$ cat src/rtl/uart_pkg.sv
// Shared definitions for the UART message sequencer: FSM states,
// ASCII framing constants and default sizing.
package uart_pkg;

    typedef enum logic [1:0] {
        IDLE  = 2'd0,
        FETCH = 2'd1,
        SEND  = 2'd2,
        GAP   = 2'd3
    } state_t;

    localparam logic [7:0] ASCII_CR  = 8'h0D;
    localparam logic [7:0] ASCII_LF  = 8'h0A;
    localparam logic [7:0] ASCII_PAD = 8'h2E;

    localparam int DEFAULT_MSG_LEN    = 16;
    localparam int DEFAULT_GAP_CYCLES = 1000;

endpackage

$ cat src/rtl/uart_msg_sequencer_rom.sv
// Message ROM with a registered read port. The read register doubles as the
// transmit data register, so a byte only changes when rd_en is pulsed.
// Text is "Hello UART msg", padded with '.', always terminated by CR LF.
module msg_rom
    import uart_pkg::*;
#(
    parameter  int MSG_LEN = DEFAULT_MSG_LEN,
    localparam int IDX_W   = $clog2(MSG_LEN)
) (
    input  logic             clk,
    input  logic             reset,
    input  logic             rd_en,
    input  logic [IDX_W-1:0] addr,
    output logic [7:0]       rd_data
);

    logic [7:0] rom_byte;
    logic [7:0] data_d;
    logic [7:0] data_q;
    int         pos;

    // ROM contents: the last two positions are always CR LF
    always_comb begin
        pos      = int'(addr);
        rom_byte = ASCII_PAD;
        if (pos == MSG_LEN - 1) begin
            rom_byte = ASCII_LF;
        end else if (pos == MSG_LEN - 2) begin
            rom_byte = ASCII_CR;
        end else begin
            case (pos)
                0:       rom_byte = 8'h48;
                1:       rom_byte = 8'h65;
                2:       rom_byte = 8'h6C;
                3:       rom_byte = 8'h6C;
                4:       rom_byte = 8'h6F;
                5:       rom_byte = 8'h20;
                6:       rom_byte = 8'h55;
                7:       rom_byte = 8'h41;
                8:       rom_byte = 8'h52;
                9:       rom_byte = 8'h54;
                10:      rom_byte = 8'h20;
                11:      rom_byte = 8'h6D;
                12:      rom_byte = 8'h73;
                13:      rom_byte = 8'h67;
                default: rom_byte = ASCII_PAD;
            endcase
        end
    end

    // Load a new byte only on a read, otherwise hold what is being offered
    always_comb begin
        data_d = data_q;
        if (rd_en) begin
            data_d = rom_byte;
        end
    end

    // Read register, cleared by reset
    always_ff @(posedge clk or posedge reset) begin
        if (reset) begin
            data_q <= 8'h00;
        end else begin
            data_q <= data_d;
        end
    end

    assign rd_data = data_q;

endmodule

$ cat src/rtl/uart_msg_sequencer.sv
// Streams the ROM message into uart_tx over a valid/ready byte handshake,
// either once or repeatedly with an idle gap between repeats.
module uart_msg_sequencer
    import uart_pkg::*;
#(
    parameter  int MSG_LEN    = DEFAULT_MSG_LEN,
    parameter  int GAP_CYCLES = DEFAULT_GAP_CYCLES,
    localparam int IDX_W      = $clog2(MSG_LEN)
) (
    input  logic       clk,
    input  logic       reset,
    input  logic       start,
    input  logic       repeat_en,
    input  logic       abort,
    output logic [7:0] tx_data,
    output logic       tx_valid,
    input  logic       tx_ready,
    output logic       busy,
    output logic       msg_done
);

    localparam int               GAP_W    = $clog2(GAP_CYCLES + 1);
    localparam logic [IDX_W-1:0] LAST_IDX = IDX_W'(MSG_LEN - 1);
    localparam logic [GAP_W-1:0] GAP_LAST = GAP_W'(GAP_CYCLES - 1);
    localparam logic [GAP_W-1:0] GAP_MAX  = '1;

    state_t           state_d;
    state_t           state_q;
    logic [IDX_W-1:0] idx_d;
    logic [IDX_W-1:0] idx_q;
    logic [GAP_W-1:0] gap_cnt_d;
    logic [GAP_W-1:0] gap_cnt_q;
    logic             tx_valid_d;
    logic             tx_valid_q;
    logic             rom_rd_en;
    logic             done_pulse;
    logic             xfer;

    assign xfer = tx_valid_q && tx_ready;

    // Next-state logic; an offered byte is never withdrawn, abort acts only
    // once the current byte has been accepted or while idling in the gap
    always_comb begin
        state_d    = state_q;
        idx_d      = idx_q;
        gap_cnt_d  = gap_cnt_q;
        tx_valid_d = tx_valid_q;
        rom_rd_en  = 1'b0;
        done_pulse = 1'b0;
        case (state_q)
            IDLE: begin
                tx_valid_d = 1'b0;
                if (start) begin
                    idx_d   = '0;
                    state_d = FETCH;
                end
            end
            FETCH: begin
                rom_rd_en  = 1'b1;
                tx_valid_d = 1'b1;
                state_d    = SEND;
            end
            SEND: begin
                if (xfer) begin
                    tx_valid_d = 1'b0;
                    idx_d      = '0;
                    if (idx_q == LAST_IDX) begin
                        done_pulse = 1'b1;
                        if (abort) begin
                            state_d = IDLE;
                        end else begin
                            gap_cnt_d = '0;
                            state_d   = GAP;
                        end
                    end else if (abort) begin
                        state_d = IDLE;
                    end else begin
                        idx_d   = idx_q + 1'b1;
                        state_d = FETCH;
                    end
                end
            end
            GAP: begin
                if (abort) begin
                    state_d = IDLE;
                end else if (gap_cnt_q == GAP_LAST) begin
                    idx_d   = '0;
                    state_d = repeat_en ? FETCH : IDLE;
                end else if (gap_cnt_q != GAP_MAX) begin
                    gap_cnt_d = gap_cnt_q + 1'b1;
                end
            end
            default: begin
                tx_valid_d = 1'b0;
                idx_d      = '0;
                state_d    = IDLE;
            end
        endcase
    end

    // State, index, gap counter and valid registers
    always_ff @(posedge clk or posedge reset) begin
        if (reset) begin
            state_q    <= IDLE;
            idx_q      <= '0;
            gap_cnt_q  <= '0;
            tx_valid_q <= 1'b0;
        end else begin
            state_q    <= state_d;
            idx_q      <= idx_d;
            gap_cnt_q  <= gap_cnt_d;
            tx_valid_q <= tx_valid_d;
        end
    end

    msg_rom #(
        .MSG_LEN (MSG_LEN)
    ) u_rom (
        .clk     (clk),
        .reset   (reset),
        .rd_en   (rom_rd_en),
        .addr    (idx_q),
        .rd_data (tx_data)
    );

    assign tx_valid = tx_valid_q;
    assign busy     = (state_q != IDLE);
    assign msg_done = done_pulse;

endmodule

$ cat config.mk
export PLATFORM = sky130hd
export DESIGN_NAME = uart_msg_sequencer
export DESIGN_NICKNAME = d
export VERILOG_FILES = /design/src/rtl/uart_pkg.sv /design/src/rtl/uart_msg_sequencer_rom.sv /design/src/rtl/uart_msg_sequencer.sv
export SDC_FILE = /design/constraint.sdc
export NUM_CORES = 1
export LEC_CHECK = 0
export CORE_UTILIZATION = 60
export CTS_CLUSTER_SIZE = 16
export DETAILED_ROUTE_END_ITERATION = 7
export MAX_ROUTING_LAYER = met4
export PLACE_DENSITY = 0.9
export SLEW_MARGIN = 20
export SYNTH_ARGS = -nofsm -noshare
export SYNTH_HDL_FRONTEND = slang
export SYNTH_SLANG_ARGS = --single-unit
$ cat constraint.sdc
create_clock -name clk -period 5.8 [get_ports clk]
set_clock_uncertainty 0.1 [all_clocks]
set_input_delay 0.87 -clock clk [delete_from_list [all_inputs] [get_ports clk]]
set_output_delay 0.87 -clock clk [all_outputs]
set_load 0.1 [all_outputs]
Word-level counts from Yosys, hierarchy flattened
Memory sizes are Yosys's and may differ from the RTL's.
Cells that the tools add are included.
W data, S select, Z words.
{ "word_totals": {"reg_bits": 25, "wordCells": 66, "output_inout_bits": 11, "romBits": 112, "mem_bits_rw": 0, "latchBits": 0, "in_bits": 6, "mem_count": 1} }
{ "mem_list": {"columns": ["name", "depth", "width", "read_ports", "rd_ports_with_merged_regs", "wr", "line_no", "text"], "rows": [
  ["(name not given)", 16, 7, 1, 0, 0, "uart_msg_sequencer_rom.sv:31", "case (pos)"]
]} }
{ "op_classes": {"order_cmp": 0, "mul": 0, "add_sub_neg": 2, "shifts": 0, "div": 0, "eq_ne": 17, "reduce_logical": 10, "muxes": 31, "bitwise": 0} }
{ "ops": {"columns": ["operator", "n"], "rows": [
  ["$mux W10", 6],
  ["$mux W4", 6],
  ["$pmux W10 S2", 1],
  ["$mux W8", 2],
  ["$ne A2 B2 Y1 const B", 8],
  ["$mux W2", 6],
  ["$pmux W4 S3", 1],
  ["$add A10 B1 Y10 const B", 1],
  ["$eq A10 B10 Y1 const B", 1],
  ["$ne A10 B10 Y1 const B", 1],
  ["$pmux W2 S4", 1],
  ["$mux W1", 7],
  ["$reduce_and A7 Y1", 1],
  ["$reduce_bool A3 Y1", 2],
  ["$reduce_and A5 Y1", 1],
  ["$add A4 B1 Y4 const B", 1],
  ["$eq A2 B2 Y1 const B", 2],
  ["$eq A4 B1 Y1 const B", 1],
  ["$eq A4 B2 Y1 const B", 1],
  ["$eq A4 B4 Y1 const B", 1],
  ["$reduce_bool A2 Y1", 2],
  ["$ne A3 B3 Y1 const B", 1],
  ["$pmux W1 S3", 1],
  ["$reduce_and A3 Y1", 1],
  ["other kinds (4)", 4]
]} }

Depth between registers and ports, before layout
{ "depth": {"word_depth": 5, "mapped_depth": 7, "depth_no_buf": 6} }

By module
Synthesis repeated with hierarchy kept, for this count alone.
{ "unflattened": {"hier_cells": 166, "hier_area_um2": 1529.0} }
{ "by_module_without_submodules": {"columns": ["mod", "seq_area_each_um2", "cells_per_inst", "n_inst", "area_per_inst_um2"], "rows": [
  ["uart_msg_sequencer", 425.4, 116, 1, 1076.0],
  ["msg_rom", 175.2, 50, 1, 452.9]
]} }

Least setup slack after synthesis
Ideal clock, no wire load.
{ "synth_path": {"path_type": "register to output", "start": "reg tx_valid_q (netlist: tx_valid)", "end": "out msg_done", "path_slack_ps": 1577, "arrival_time_ps": 3253, "path_stages_with_launch": 3, "cell_sequence": "dfrtp_1 nand2_1 nor3_1"} }
{ "synth_between": {"elab_chain_len": 3} }
{ "synth_rtl": {"columns": ["element", "line_no", "text"], "rows": [
  ["from (decl)", "uart_msg_sequencer.sv:34", "logic tx_valid_q;"],
  ["from (signal assigned)", "uart_msg_sequencer.sv:112", "tx_valid_q <= tx_valid_d;"],
  ["$logic_and A1 B1 Y1", "uart_msg_sequencer.sv:39", "assign xfer = tx_valid_q && tx_ready;"],
  ["$mux W1", "uart_msg_sequencer.sv:64", "if (xfer) begin"],
  ["$mux W1", "uart_msg_sequencer.sv:50", "case (state_q)"],
  ["to (decl)", "uart_msg_sequencer.sv:19", "output logic msg_done"]
]} }
No other way between the ends.

Worst setup path in the final report
{ "layout_path": {"start": "in tx_ready", "end": "out msg_done"} }
{ "layout_between": {"elab_chain_len": 3} }
{ "layout_rtl": {"columns": ["element", "line_no", "text"], "rows": [
  ["from (decl)", "uart_msg_sequencer.sv:17", "input logic tx_ready,"],
  ["$logic_and A1 B1 Y1", "uart_msg_sequencer.sv:39", null],
  ["$mux W1", "uart_msg_sequencer.sv:64", null],
  ["$mux W1", "uart_msg_sequencer.sv:50", null]
]} }
No other way between the ends.

==> metrics.yaml <==
finish:
  drive_gt1_share_pct: 3.243
  final_util_pct: 69.67
  fillerInstances: 189
  final_common_cell: "dfrtp_1"
  area_growth_pct: 9.711
  nets: 199
  mostFrequentLayoutCells: "dfrtp_1 (24), nand2_1 (17), clkdlybuf4s50_1 (15)"
  antenna_cells: 0
power_and_ir_drop:
  p_clk_share_pct: 11.2
  p_comb_share_pct: 54.9
  p_int_mw: 0.3786
  seq_power_share_pct: 33.9
  power.switching_mw: 0.4202
  peakVddDrop_mv: 0.3604
  leakage_nw: 0.7051
  powerDensity_nw_per_um2: 467.1
  p_sw_share_pct: 52.61
yosys:
  ys_ff_latch: 24
  muxShareOfSynthArea_pct: 1.926
  ys_seq_area_share_pct: 38.52
  synthAdderAreaFrac_pct: 5.618
  synth.avg_cell_area_sq_um: 8.661
  synth_cells: 180
  synth-main-ff-cell: "dfrtp_1"
  yosysTopAreaCell: "dfrtp_1"
  synth_edf_count: 0
  syn_nets: 193
  netlist_area_sq_um: 1559
  ys_warn_count: 0
  synth_cell_types: 45
  synth_top_area_share_pct: 38.52
  async_reset_ff_share_pct: 100.0
  ys_top_cells_by_area: "dfrtp_1 (39%), ha_1 (5.6%), o31ai_1 (4.8%)"
  synthXorXnorAreaFrac_pct: 0
  synth_compound_area_share_pct: 28.17
  synthSimpleGateAreaFrac_pct: 18.22
  synth_top_family_by_area: "compound AO/OA/AOI/OAI gates"
drt:
  wl_mm: 3.211
  drc: 0
  first_iter_violations: 51
  dr.pass1.iters: 4
  avgRoutedWirePerCell_microns: 14.93
  antenna_left: 0
  vias: 1344
  via_per_inst: 6.251
sta:
  fmax_mhz: 263.7
  setup_viol: 0
  grt_setup_unrepaired: "false"
  hold_viol: 0
  slew_viol_final: 0
  min_period_over_period_pct: 65.38
  min_period_ns: 3.792
  max_slew.worst_pin.slew_ns: 0.9829
  final.setup.tns_ns: 0
  max_slew_margin_pct: 34.27
grt:
  globalRouteOverflowTotal: 0
  grt_pass1_vias: 1170
  grt_pass1_wl_mm: 5.147
  grt_use_total_pct: 25.65
  antenna_found_initial: 0
  grt_max_degree: 25
clocking:
  hold_buffers: 0
  clock_path_buffers: 2
  worst_skew_pair.late_latency_ns: 0.32
  root_buffer: "clkbuf_4"
  path_clk_slew_ns: 0.14
  post_cts_resized: 0
  numCtsBuffers: 3
  cts_tree: "built"
  clock_sinks: 24
  htreeDepth: 1
  post_cts_buffers: 0
floorplan:
  std_cell_rows: 18
  start_util_pct: 63.51
  die_y_microns: 52.98
  design.core.area_sq_um: 2455
  io_pins: 17
  die_area_sq_um: 2806
  die_w_microns: 52.98
setup_path:
  cpMaxStageDelayCell: "clkdlybuf4s50_1"
  timing.rr.start: "idx_q[1]"
  r2r_cells: 5
  worst_setup_path_end_kind: "primary output"
  slowest_delay_ns: 1.15
  arrival_ns: 2.82
  crit_type: "input pin to primary output"
  r2r_end: "gap_cnt_q[1]"
  crit_required_ns: 4.83
  ff2ff_setup_slack_ns: 3.47
  cp_max_fo: 4
  crit_top_cell: "clkdlybuf4s50_1"
  start_kind: "input pin"
  crit_chain: "clkdlybuf4s50_1 -> nand2_1 -> nor3_1 -> clkdlybuf4s50_1"
worst_hold_path:
  hold_path_class: "flop to flop"
  hold_start: "gap_cnt_q[9]"
  whs_endpoint: "gap_cnt_q[9]"
  min_delay_path_depth: 1
placement:
  place_hpwl_mm: 2.408
  io_buffer_count: 15
  gp_congestion: 0.8050
status:
  status: "complete, no violations"
run:
  cap_violations: 0
[metrics by stage]
step	std cells	worst slack [ns]	hold slack, ns	total power [mW]	cell area (sq um)
after global placement	211	2.021	0.3527	0.6949	1674
after global routing	215	1.898	0.4112	0.8468	1710
after detailed placement	211	2.013	0.3636	0.7125	1674
after CTS	215	2.014	0.3847	0.8007	1710
final	215	2.008	0.3853	0.7988	1710
after floorplan	180	1.577	0.3363	0.6186	1559
[critical path: cells and delay by family]
family / cells / cell delay [ns]
and+or+nand+nor: 2 / 0.27
buffers and inverters: 2 / 1.67
[worst max-delay path by stage]
stage	from	end	slack, ns	depth (start not counted)
finish	tx_ready	msg_done	2.01	4
global route	tx_ready	msg_done	1.90	4
CTS	tx_ready	msg_done	2.01	4
detailed placement	tx_ready	msg_done	2.01	4
global placement	tx_ready	msg_done	2.02	4
floorplan	tx_valid	msg_done	1.58	2
[power groups by stage]
| stage | sequential [mW] | combinational (mW) | clock [mW] |
|---|---|---|---|
| 5_1_grt | 0.279 | 0.471 | 0.0962 |
| 2_1_floorplan | 0.386 | 0.233 | 0 |
| 3_5_place_dp | 0.274 | 0.439 | 0 |
| 6_report | 0.271 | 0.438 | 0.0898 |
| 3_3_place_gp | 0.269 | 0.426 | 0 |
| 4_1_cts | 0.270 | 0.440 | 0.0908 |
[kinds of logic (layout without fill, tap and decap cells)]
group / Yosys count / in the layout
buf+inv: 25 / 30
compound gates: 65 / 65
flops: 24 / 24
other cells: 1 / 1
fa+ha+maj: 7 / 7
simple gates: 55 / 55
mux: 3 / 3
[cell usage after synthesis, drive strengths merged (3+ instances only)]
| cell | number |
|---|---|
| dfrtp | 24 |
| nand2 | 17 |
| a21oi | 13 |
| o21ai | 13 |
| inv | 11 |
| o31ai | 10 |
| a31oi | 7 |
| buf | 7 |
| clkbuf | 7 |
| ha | 7 |
| nor2 | 7 |
| nand2b | 6 |
| nor3 | 5 |
| and3 | 4 |
| o22ai | 4 |
| mux2i | 3 |
| nand3 | 3 |
| nor2b | 3 |
[area by class of cell]
type	instances	area (sq um)	share of cell area [%]
well taps	30	37.54	2.195
clock buffers	4	36.28	2.121
inverters	11	41.29	2.414
flip-flops and latches	24	600.6	35.11
multi-input cells	131	844.6	49.38
repair buffers	15	150.1	8.778
[metal layers]
layer | global-route usage [%] | wire length [microns] | part of all wire, % | vias up
li1 | - | - | - | 674
met1 | 29.64 | 1407 | 44 | 642
met2 | 46.41 | 1686 | 53 | 24
met3 | 2.586 | 85 | 2.6 | 4
met4 | 7.895 | 31 | 0.97 | 0
met5 | - | 0 | 0 | -
[flip-flops by register name, indices dropped and copies added, names as in the netlist]
name and cells:
u_rom.rd_data 7, gap_cnt_q 10, idx_q 4, state_q 2, tx_valid 1
Note: power is estimated with default switching activity, not from simulation.
